File: src/rtl/hilo_mul_ctrl.sv
// HI/LO register owner and 32-step radix-2 shift-add unsigned multiplier for the EXE stage.
// Holds the EXE instruction via stall while a multiply is in flight and the instruction touches HI/LO.
module hilo_mul_ctrl (
  input  logic        clk,
  input  logic        reset,
  input  logic        exe_valid,
  input  logic        exe_mult,
  input  logic        exe_mthi,
  input  logic        exe_mtlo,
  input  logic        exe_mfhi,
  input  logic        exe_mflo,
  input  logic [31:0] exe_operand1,
  input  logic [31:0] exe_operand2,
  input  logic        cancel,
  output logic        busy,
  output logic        stall,
  output logic [31:0] hilo_rdata,
  output logic [31:0] hi,
  output logic [31:0] lo
);

  typedef enum logic [1:0] {
    S_IDLE = 2'd0,
    S_MUL  = 2'd1,
    S_WB   = 2'd2
  } state_t;

  state_t      r_state, w_next;
  logic [5:0]  r_cnt;
  logic [63:0] r_acc;
  logic [63:0] r_mcand;
  logic [31:0] r_mplier;
  logic [31:0] r_hi, r_lo;

  logic        w_hit, w_accept, w_start, w_wr_hi, w_wr_lo, w_commit, w_last;
  logic [63:0] w_addend;

  assign w_hit    = exe_valid & (exe_mult | exe_mthi | exe_mtlo | exe_mfhi | exe_mflo);
  assign busy     = (r_state != S_IDLE);
  assign stall    = w_hit & busy & ~cancel;
  assign w_accept = w_hit & ~busy & ~cancel;

  // Flag priority: mult > mthi > mtlo; reads need no decode beyond the mux.
  assign w_start  = w_accept & exe_mult;
  assign w_wr_hi  = w_accept & ~exe_mult & exe_mthi;
  assign w_wr_lo  = w_accept & ~exe_mult & ~exe_mthi & exe_mtlo;

  assign w_last   = (r_cnt == 6'd31);
  assign w_commit = (r_state == S_WB) & ~cancel;
  assign w_addend = r_mplier[0] ? r_mcand : 64'd0;

  always_ff @(posedge clk or posedge reset) begin
    if (reset) r_state <= S_IDLE;
    else       r_state <= w_next;
  end

  always_comb begin
    w_next = r_state;
    case (r_state)
      S_IDLE: if (w_start) w_next = S_MUL;
      S_MUL: begin
        if (cancel)      w_next = S_IDLE;
        else if (w_last) w_next = S_WB;
      end
      S_WB:    w_next = S_IDLE;
      default: w_next = S_IDLE;
    endcase
  end

  always_ff @(posedge clk or posedge reset) begin
    if (reset) begin
      r_cnt    <= 6'd0;
      r_acc    <= 64'd0;
      r_mcand  <= 64'd0;
      r_mplier <= 32'd0;
    end else if (w_start) begin
      r_cnt    <= 6'd0;
      r_acc    <= 64'd0;
      r_mcand  <= {32'd0, exe_operand1};
      r_mplier <= exe_operand2;
    end else if (r_state == S_MUL) begin
      r_acc    <= r_acc + w_addend;
      r_mcand  <= r_mcand << 1;
      r_mplier <= r_mplier >> 1;
      r_cnt    <= r_cnt + 6'd1;
    end
  end

  // A commit and an mthi/mtlo accept are exclusive: accepts only happen when idle.
  always_ff @(posedge clk or posedge reset) begin
    if (reset) begin
      r_hi <= 32'd0;
      r_lo <= 32'd0;
    end else if (w_commit) begin
      r_hi <= r_acc[63:32];
      r_lo <= r_acc[31:0];
    end else begin
      if (w_wr_hi) r_hi <= exe_operand1;
      if (w_wr_lo) r_lo <= exe_operand1;
    end
  end

  assign hi         = r_hi;
  assign lo         = r_lo;
  assign hilo_rdata = exe_mfhi ? r_hi : r_lo;

endmodule

File: config.mk
export PLATFORM = sky130hd
export DESIGN_NAME = hilo_mul_ctrl
export DESIGN_NICKNAME = d
export VERILOG_FILES = /design/src/rtl/hilo_mul_ctrl.sv
export SDC_FILE = /design/constraint.sdc
export NUM_CORES = 1
export LEC_CHECK = 0
export CORE_UTILIZATION = 60
export DETAILED_ROUTE_END_ITERATION = 8
export GPL_ROUTABILITY_DRIVEN = 1
export PLACE_DENSITY_LB_ADDON = 0.25
export SLEW_MARGIN = 0
export SYNTH_ARGS = -nofsm -noshare
export SYNTH_HDL_FRONTEND = slang
export SYNTH_SLANG_ARGS = --single-unit
File: constraint.sdc
create_clock -name clk -period 23.2 [get_ports clk]
set_clock_uncertainty 0.1 [all_clocks]
set_input_delay 3.48 -clock clk [delete_from_list [all_inputs] [get_ports clk]]
set_output_delay 3.48 -clock clk [all_outputs]
set_load 0.1 [all_outputs]
### After elaboration in Yosys (flattened, before gate mapping)

Index checks and enable logic that the tools add are counted.

* multiplexer cells: 18
* eq/ne operators: 5
* $add $sub $neg: 2
* bitwise operators: 19
* reduce and logical (&&, ||, !) cells: 6

Operators with widths (number)
* $mux W64: 5
* $mux W32: 7
* $add A64 B64 Y64: 1
* $mux W6: 2
* $and A1 B1 Y1: 11
* $reduce_bool A2 Y1: 4
* $add A6 B1 Y6 const B: 1
* $eq A6 B5 Y1 const B: 1
* $mux W2: 3
* $not A1 Y1: 4
* $or A1 B1 Y1: 4
* $pmux W2 S2: 1
* $ne A3 B3 Y1 const B: 1
* $eq A2 B1 Y1 const B: 1
* $eq A2 B2 Y1 const B: 1
* $logic_not A2 Y1: 1
* $ne A2 B2 Y1 const B: 1
* $reduce_and A2 Y1: 1

* register bits: 232
* input port bits: 73
* word-level logic and storage cells: 57
* output and inout port bits: 98

### Logic depth before layout (Yosys ltp)

* depth after elaboration: 12
* mapped depth: 15
* gate-level depth less buffers: 13

### Worst setup path before layout

No wires, ideal clock.

* path kind: input-to-output
* start point: input exe_mfhi
* end point: output stall
* path slack: 14392 ps
* stages on the path: 5
* arrival time: 5228 ps
* data required time: 19620 ps
* path through: clkbuf_1 nor3_1 nand2_1 nand3b_1 nor2b_1

* word-level cells in the longest chain between the ends: 5

RTL lines
* start: declaration: RTL line 10 `input logic exe_mfhi,`
* $or A1 B1 Y1 (2 in a row): RTL line 38 `assign w_hit = exe_valid & (exe_mult | exe_mthi | exe_mtlo | exe_mfhi | exe_mflo);`
* $and A1 B1 Y1: RTL line 38
* $and A1 B1 Y1 (2 in a row): RTL line 40 `assign stall = w_hit & busy & ~cancel;`
* end: declaration: RTL line 16 `output logic stall,`

Every way passes these cells.

### Worst setup path after layout

Same ends and word-level chain as after synthesis.

==> flow_summary.toml <==
[status]
status = "completed"

[clocking]
numCtsBuffers = 26
cts_resized = 0
post_cts_buffers = 0
cts_sinks = 232
cts_htree_levels = 1
root_buffer = "clkbuf_16"
cts_tree = "yes"
cts_max_path_buffers = 3
clkLatencyLatePin_ns = 0.54
hold_buffers = 0
clk_pin_slew_ns = 0.06

[synth]
synthArstFlopShare_pct = 100.0
syn_nets = 1732
synth_top_cells_by_area = "dfrtp_1, nand2_1, ha_1"
ys_warn_count = 0
synth_top_area_share_pct = 41.72
ys_seq_elements = 232
seq_area_frac_synth_pct = 41.72
synthCells = 1594
synth_edf_count = 0
synthFlopType = "dfrtp_1"
syn-cell-area_um2 = 13920
yosys.area.top_type = "dfrtp_1"
synth_most_common_cell = "nand2_1"
synth_common_cells = "nand2_1, dfrtp_1, o21ai_0, clkbuf_1, a21oi_1"
synth.avg_cell_area_um2 = 8.731
ys_types = 63

[global_route]
grt_remaining_overflow = 0
first_global_vias = 12010
grt_max_degree = 117
grt_usage_pct = 32.48
grt_first_pass_wirelength_um = 62290
antenna_found_initial = 0

[layout]
final_core_util_pct = 73.15
diodes = 0
drive_gt1_share_pct = 6.290
areaGrowthSynthToFinish_pct = 19.37
nNetsFinal = 1836

[route]
post_drt_wl_per_cell_um = 19.15
vias = 12450
drtPass1Iterations = 5
drt_iter0_markers = 905
drc = 0
vias_per_cell = 6.218
wirelength_um = 38340
drtAntennaViolNets = 0

[power]
power_uw = 1881
ir_worst_vdd_mv = 0.07753
p_leak_uw = 0.007710
power_density_nw_per_um2 = 113.2

[setup_path]
slowest_delay_ns = 1.14
cpMaxStageDelayCell = "clkdlybuf4s50_1"
critPathLaunchType = "input port"
endpoint_kind = "output pin"
path_cells = "buf_2 -> buf_4 -> nor3_1 -> nand2_1 -> nand3b_1 -> nor2b_1 -> clkdlybuf4s50_1"
rrSetupSlack_ns = 18.40
crit_family = "buffers and inverters"
crit_arrival_ns = 5.74
worstSetupPathType = "in -> out"
worst_ep_required_time_ns = 19.62
crit_fanout = 33
crit_buf_inv = 3

[timing]
timing.final.crit_share_pct = 40.17
final.min_clock_period_ns = 9.319
max_freq_mhz = 107.3
fin_setup_tns_ns = 0
hold_viol = 0
max_slew_margin_pct = 24.55
slew_violations = 0
worstMarginPinSlew_ns = 1.128
finalSetupViolCount = 0
rsz0062_at_grt = "false"

[placed_design]
gp_congestion = 0.9206
port_buffers = 170
dp_hpwl_um = 25880

[worst_hold_path]
hold_class = "reg -> reg"

[floorplan]
dieWidth_um = 154.3
die_h_um = 154.3
dieArea_um2 = 23810
num_rows = 55
start_util_pct = 61.28
core_um2 = 22710
ios = 171

[run]
maxCapViolCount = 0
flip-flops by register name (all words and copies together) (netlist names):
register	count
hi	32
r_mplier	32
r_cnt	6
lo	32
r_acc	64
r_mcand	64
r_state	2
final cells by class:
| cell class | instances | area (µm²) |
|---|---|---|
| tap | 285 | 356.6 |
| inverter | 13 | 56.30 |
| clock inverter | 13 | 155.1 |
| sequential | 232 | 5806 |
| timing repair buffer | 183 | 1794 |
| multi-input combinational | 1242 | 7692 |
| clock buffer | 34 | 752.0 |
| fill | 1738 | 6097 |
kinds of logic after synthesis:
| family | share of synthesized area (%) |
|---|---|
| and+or+nand+nor | 18.62 |
| AOI/OAI and AO/OA | 19.41 |
| DFF | 41.72 |
| buffers and inverters | 3.263 |
| muxes | 7.192 |
| adders and majority gates | 5.898 |
| xor gates and xnor gates | 3.902 |
worst register-to-register path: cells and delay by family, from the launching register on:
kind	cells	cell delay, ns
compound gates	8	2.61
xor+xnor	1	0.21
fa+ha+maj	2	0.69
buf+inv	1	0.30
flops	1	0.35
simple gates	2	0.39
path summary, 6_finish.rpt:
kind / start / to / depth (start not counted)
max in group asynchronous: reset / r_mcand[52] / 4
min in group asynchronous: reset / r_cnt[1] / 2
worst min-delay path: r_mplier[27] / r_mplier[27] / 2
worst max-delay path: exe_mfhi / stall / 7
worst min register to register: r_mplier[27] / r_mplier[27] / 2
worst max register to register: r_mplier[0] / r_acc[58] / 14
routing by layer:
metal	vias up	GRT usage (%)	share of wire, %
li1	5829	-	-
met1	6124	46.24	45
met2	426	52.12	46
met3	70	4.343	6.3
met4	0	9.571	2.7
met5	-	0	0
cell usage in the layout (no fill, tap or decap), types with 4 or more instances in the layout:
master | Yosys | final
o211ai_1 | 5 | 5
and2_1 | 66 | 65
o21ai_0 | 153 | 153
mux2_2 | 32 | 32
a22o_1 | 4 | 4
nand2_1 | 365 | 365
xor2_1 | 28 | 28
and3_1 | 5 | 5
o21a_1 | 8 | 8
clkdlybuf4s50_1 | 0 | 169
o21bai_1 | 16 | 16
o22ai_1 | 4 | 4
a31oi_1 | 22 | 22
o21ai_1 | 9 | 9
o31ai_1 | 4 | 4
buf_4 | 0 | 13
ha_1 | 64 | 64
clkinv_2 | 0 | 6
mux2i_1 | 64 | 64
xnor2_1 | 34 | 34
nor4_1 | 5 | 5
nor2b_1 | 9 | 8
nor3_1 | 12 | 12
clkbuf_8 | 0 | 5
inv_1 | 13 | 12
a211oi_1 | 8 | 8
clkbuf_16 | 0 | 27
a21o_1 | 31 | 31
nand3_1 | 38 | 37
nand4_1 | 17 | 17
a21oi_1 | 85 | 85
nor2_1 | 46 | 45
or3_1 | 6 | 6
dfrtp_1 | 232 | 232
a22oi_1 | 54 | 54
metrics by stage:
| step | area, µm² | hold WS (ns) | worst slack (ns) | cells |
|---|---|---|---|---|
| after floorplan | 13920 | 0.3463 | 13.26 | 1594 |
| after global placement | 15710 | 0.3577 | 13.93 | 1955 |
| after detailed placement | 15710 | 0.3626 | 13.92 | 1955 |
| after CTS | 16610 | 0.3783 | 13.91 | 2002 |
| after global routing | 16610 | 0.4046 | 13.80 | 2002 |
| final | 16610 | 0.3766 | 13.88 | 2002 |
where the power goes:
group,internal [µW],total (µW),switching (µW)
Sequential,514,612,98.9
Clock,262,436,174
Combinational,241,833,592
Total,1020,1880,865
(Power assumes the default switching activity.)
